$ cat config.mk
export PLATFORM = sky130hd
export DESIGN_NAME = debounce_bank
export DESIGN_NICKNAME = d
export VERILOG_FILES = /design/src/rtl/debounce_bank.sv
export SDC_FILE = /design/constraint.sdc
export NUM_CORES = 1
export LEC_CHECK = 0
export BUFFER_PORTS_ARGS = -buffer_cell sky130_fd_sc_hd__buf_4
export CORE_ASPECT_RATIO = 1.2
export CORE_MARGIN = 4
export CORE_UTILIZATION = 30
export CTS_CLUSTER_DIAMETER = 60
export DETAILED_ROUTE_END_ITERATION = 10
export GPL_TIMING_DRIVEN = 0
export PLACE_DENSITY = 0.45
export RECOVER_POWER = 25
export SYNTH_ARGS = -nofsm -noshare
export SYNTH_HDL_FRONTEND = slang
export SYNTH_SLANG_ARGS = --single-unit
$ cat constraint.sdc
create_clock -name clk -period 1.95 [get_ports clk]
set_input_delay 0.195 -clock clk [delete_from_list [all_inputs] [get_ports clk]]
set_output_delay 0.195 -clock clk [all_outputs]
set_load 0.005 [all_outputs]
$ cat src/rtl/debounce_bank.sv
// ============================================================================
// Module   : debounce_bank
// Brief    : Multi-channel button/switch debouncer with polarity mapping,
//            2-FF synchronisers, edge pulses and optional long-press pulse.
// Revision : 1.0 - initial release
// ============================================================================
`default_nettype none

module debounce_bank #(
    parameter int              N_CH        = 4,
    parameter int              THRESHOLD   = 500000,
    parameter int              HOLD_CYCLES = 0,
    parameter logic [N_CH-1:0] ACTIVE_LOW  = {N_CH{1'b0}}
) (
    input  logic            clk,
    input  logic            reset,
    input  logic [N_CH-1:0] button_in,
    output logic [N_CH-1:0] level,
    output logic [N_CH-1:0] rise,
    output logic [N_CH-1:0] fall,
    output logic [N_CH-1:0] long_press
);

    localparam int                 C_CNT_W    = $clog2(THRESHOLD + 1);
    localparam logic [C_CNT_W-1:0] C_CNT_LAST = C_CNT_W'(THRESHOLD - 1);

    logic [N_CH-1:0] w_pol;
    logic [N_CH-1:0] r_sync1;
    logic [N_CH-1:0] r_sync2;

    assign w_pol = button_in ^ ACTIVE_LOW;

    always_ff @(posedge clk) begin
        if (reset) begin
            r_sync1 <= '0;
            r_sync2 <= '0;
        end else begin
            r_sync1 <= w_pol;
            r_sync2 <= r_sync1;
        end
    end

    for (genvar i = 0; i < N_CH; i++) begin : g_ch
        logic [C_CNT_W-1:0] r_cnt;
        logic               r_level;
        logic               r_rise;
        logic               r_fall;

        // Any cycle of agreement restarts the count; the level flips on the
        // THRESHOLD-th consecutive disagreeing cycle.
        always_ff @(posedge clk) begin
            if (reset) begin
                r_cnt   <= '0;
                r_level <= 1'b0;
                r_rise  <= 1'b0;
                r_fall  <= 1'b0;
            end else begin
                r_rise <= 1'b0;
                r_fall <= 1'b0;
                if (r_sync2[i] == r_level) begin
                    r_cnt <= '0;
                end else if (r_cnt == C_CNT_LAST) begin
                    r_cnt   <= '0;
                    r_level <= r_sync2[i];
                    r_rise  <= r_sync2[i];
                    r_fall  <= ~r_sync2[i];
                end else begin
                    r_cnt <= r_cnt + C_CNT_W'(1);
                end
            end
        end

        assign level[i] = r_level;
        assign rise[i]  = r_rise;
        assign fall[i]  = r_fall;

        if (HOLD_CYCLES > 0) begin : g_hold
            localparam int                  C_HOLD_W    = $clog2(HOLD_CYCLES + 1);
            localparam logic [C_HOLD_W-1:0] C_HOLD_MAX  = C_HOLD_W'(HOLD_CYCLES);
            localparam logic [C_HOLD_W-1:0] C_HOLD_LAST = C_HOLD_W'(HOLD_CYCLES - 1);

            logic [C_HOLD_W-1:0] r_hold;
            logic                r_long;

            // Hold count saturates so one press yields at most one pulse.
            always_ff @(posedge clk) begin
                if (reset) begin
                    r_hold <= '0;
                    r_long <= 1'b0;
                end else if (!r_level) begin
                    r_hold <= '0;
                    r_long <= 1'b0;
                end else if (r_hold != C_HOLD_MAX) begin
                    r_hold <= r_hold + C_HOLD_W'(1);
                    r_long <= (r_hold == C_HOLD_LAST);
                end else begin
                    r_long <= 1'b0;
                end
            end

            assign long_press[i] = r_long;
        end else begin : g_no_hold
            assign long_press[i] = 1'b0;
        end
    end

endmodule

`default_nettype wire
==> metrics.txt <==
top cell type's share of synthesized area=45.6%; Post-synth top flop=dfxtp_1; Post-synth EDFFs=0; crit path launch=g_ch[3].r_cnt[6]; Power Internal=3.31 mW; Max Fclk=519 MHz; CTS tree=done; Worst Path Max Fanout=7; Wirelength per Cell=12.6 um; Cell variety after synth=44; Worst Path Buf+Inv=1; placed cell count=673; Levels on crit path=5; pre-CTS setup slack=-0.424 ns; crit path DAT=2.15 ns; H-Tree Depth=3; count of non-filler cells in the finished layout=699; Antenna diodes=0; Die Height=138 um; crit end category=register; Slowest cell on crit path=or4bb_4; Register-to-Register Setup Slack=0.02 ns; vias in the first global route=3150; Tot Pwr=4.10 mW; clock root buffer=clkbuf_16; Synth warnings=0; top layer reached by signal wires=met4; critical path launch point type=register; area grow syn2layout=23.7%; status=finished clean; clk sink count=96; DR WL met2=4.29 mm; crit-path leading delay family=simple AND/OR/NAND/NOR gates; residual DRC count=0; antenna violations before repair=0; I/O Pins=22; Hold Path Class=in -> reg; max-cap violations=0; top cells by count, synth=dfxtp_1 (96), nor2_1 (56), a21oi_1 (30); first-pass GRT wire length=15.0 mm; P per Cell Area=786 mW/mm2; synth top area cells=dfxtp_1 (46%), xnor2_1 (5.6%), nor2_1 (5.0%), a21oi_1 (3.6%), xor2_1 (3.5%); crit path kind=reg -> reg; Post-synth ARST share=0%; r2r startpoint=g_ch[3].r_cnt[6]; DR pass1 iterations=4; Non-Filler Cell Area, Final=0.00522 mm2; largest net degree at the start of global routing=16; die area=0.0160 mm2; final setup vio count=0; Cell Area, Synth=0.00422 mm2; via count=3424; Tmin final=1.93 ns; count leader, synth=dfxtp_1; met3 routed WL=241 um; first-iteration detailed-routing DRC count=108; CP Cell Sequence=or4bb_4, or4_4, o21bai_4, buf_6, a21oi_1; Chip Width=116 um; port buffer count=17; area leader, netlist=dfxtp_1; M1 WL=4.18 mm; GP Congestion=0.762; Critical Path RT=2.17 ns; Worst slew margin=64.4%; Mapped Cells=482; Clock Path Buffers=2; total wire length=8.83 mm; clock skew=0.00531 ns; CP Capture Point=g_ch[3].r_cnt[16]; reg2reg end=g_ch[3].r_cnt[16]; Initial Util=30.5%; Critical Path Max Stage Delay=0.55 ns; share of layout cells above drive strength 1=23.5%; sequential power share=48.1%; Slew Limit Fails=0; grt ovf=0; final setup TNS=0 ns; syn avg cell area=8.75 um2; logic gate share of total power=1.5%; leak pwr=1.60 nW; fin nets=533; placed cell areas=0.00457 mm2; NetSw=0.786 mW; clock latency on the worst-skew pair=0.34 ns; worst reg2reg path depth=5; Synth Register Bits=96; Clock power frac=50.4%; Net Sw Frac=19.2%; Worst Tran Pin Value=0.534 ns; Placement Rows=47; All-Layer GR Usage=11.6%; RSZ-0062 raised after global routing=true; Final Hold Fails=0; core box area=0.0138 mm2; DRT antenna net count=0; sequential area share after synthesis=45.6%; Max VDD drop=0.000427 V; final worst setup slack=0.0215 ns; DP HPWL=6.08 mm; CTS Buf Count=9; clock transition at the registers of the reported paths=0.06 ns; crit share post-route=98.9%; Via density=4.90
==> how the worst min path moves through the flow <==
stage                            start         end  cells past startpoint
after global placement    button_in[3]  r_sync1[3]                      2
after detailed placement  button_in[1]  r_sync1[1]                      2
final                     button_in[2]  r_sync1[2]                      2
after global routing      button_in[2]  r_sync1[2]                      2
after floorplan           button_in[0]  r_sync1[0]                      1
after CTS                 button_in[1]  r_sync1[1]                      2
==> worst register-to-register path: stages, from the launching register on <==
cell and delay (ns):
dfxtp_4 0.35, or4bb_4 0.55, or4_4 0.51, o21bai_4 0.18
buf_6 0.17, a21oi_1 0.05
==> timing repair <==
item                                    in CTS  in global routing
gates cloned                                 1                  0
buffers inserted                             6                  6
hold buffers                                 0                  0
gates resized for setup                     23                 43
endpoints found under the setup margin      51                 58
pin swaps                                    4                  9
==> power by group through the flow <==
stage               Clock, mW  Sequential [mW]  Combinational [mW]
finish                   2.07             1.97              0.0635
floorplan                   0             2.02              0.0369
detailed placement          0             2.02              0.0578
global route             2.21             1.97              0.0711
CTS                      2.14             1.97              0.0617
global placement            0             2.02              0.0575
==> metal layers <==
metal / global-route usage [%] / up-vias
met5: 0 / -
li1: - / 1758
met1: 14.8 / 1620
met4: 4.26 / 0
met2: 19.1 / 34
met3: 2.84 / 12
==> stage by stage <==
step	hold WS, ns	utilization [%]
floorplan	0.323	-
global placement	0.421	33.1
detailed placement	0.416	33.1
CTS	0.0547	36.4
global route	0.0675	37.8
finish	0.0682	37.8
==> area by class of cell <==
class                      instances  area [um2]
tap                              171         214
timing repair buffer              30         229
buffer                            28         183
fill                            1418        8600
sequential                        96        1960
clock inverter                     5         103
inverter                          19        71.3
multi-input combinational        339        2210
clock buffer                      11         253
==> placed cells by master (no fill, tap or decap), types with 4 or more instances in the layout <==
cell	n
a21oi_1	24
a21oi_2	6
and3_1	7
and4_1	4
buf_4	33
clkbuf_1	5
clkbuf_16	9
clkbuf_4	11
conb_1	4
dfxtp_1	79
dfxtp_2	12
dfxtp_4	5
inv_1	19
nand2_1	24
nand2b_1	7
nand3_1	19
nand3_2	4
nand4_1	17
nor2_1	53
nor2b_1	10
nor3_1	15
nor4_1	8
o21ai_0	14
o31ai_1	11
or3_1	14
or4_1	13
xnor2_1	27
xor2_1	17
==> state kept, by name, indices dropped and copies added (netlist names) <==
| signal | cells |
|---|---|
| g_ch.r_level | 4 |
| g_ch.r_rise | 4 |
| g_ch.r_cnt | 76 |
| g_ch.r_fall | 4 |
| r_sync2 | 4 |
| r_sync1 | 4 |
==> cells by family after synthesis <==
kind of cell	Yosys count	synth area share, %
AOI/OAI and AO/OA	64	9.08
xor gates and xnor gates	44	9.13
buffers and inverters	50	6.14
DFF	96	45.6
adders and majority gates	4	1.19
and+or+nand+nor	223	28.8
other	1	0.0889
No activity file was read; power rests on OpenSTA's default activity.
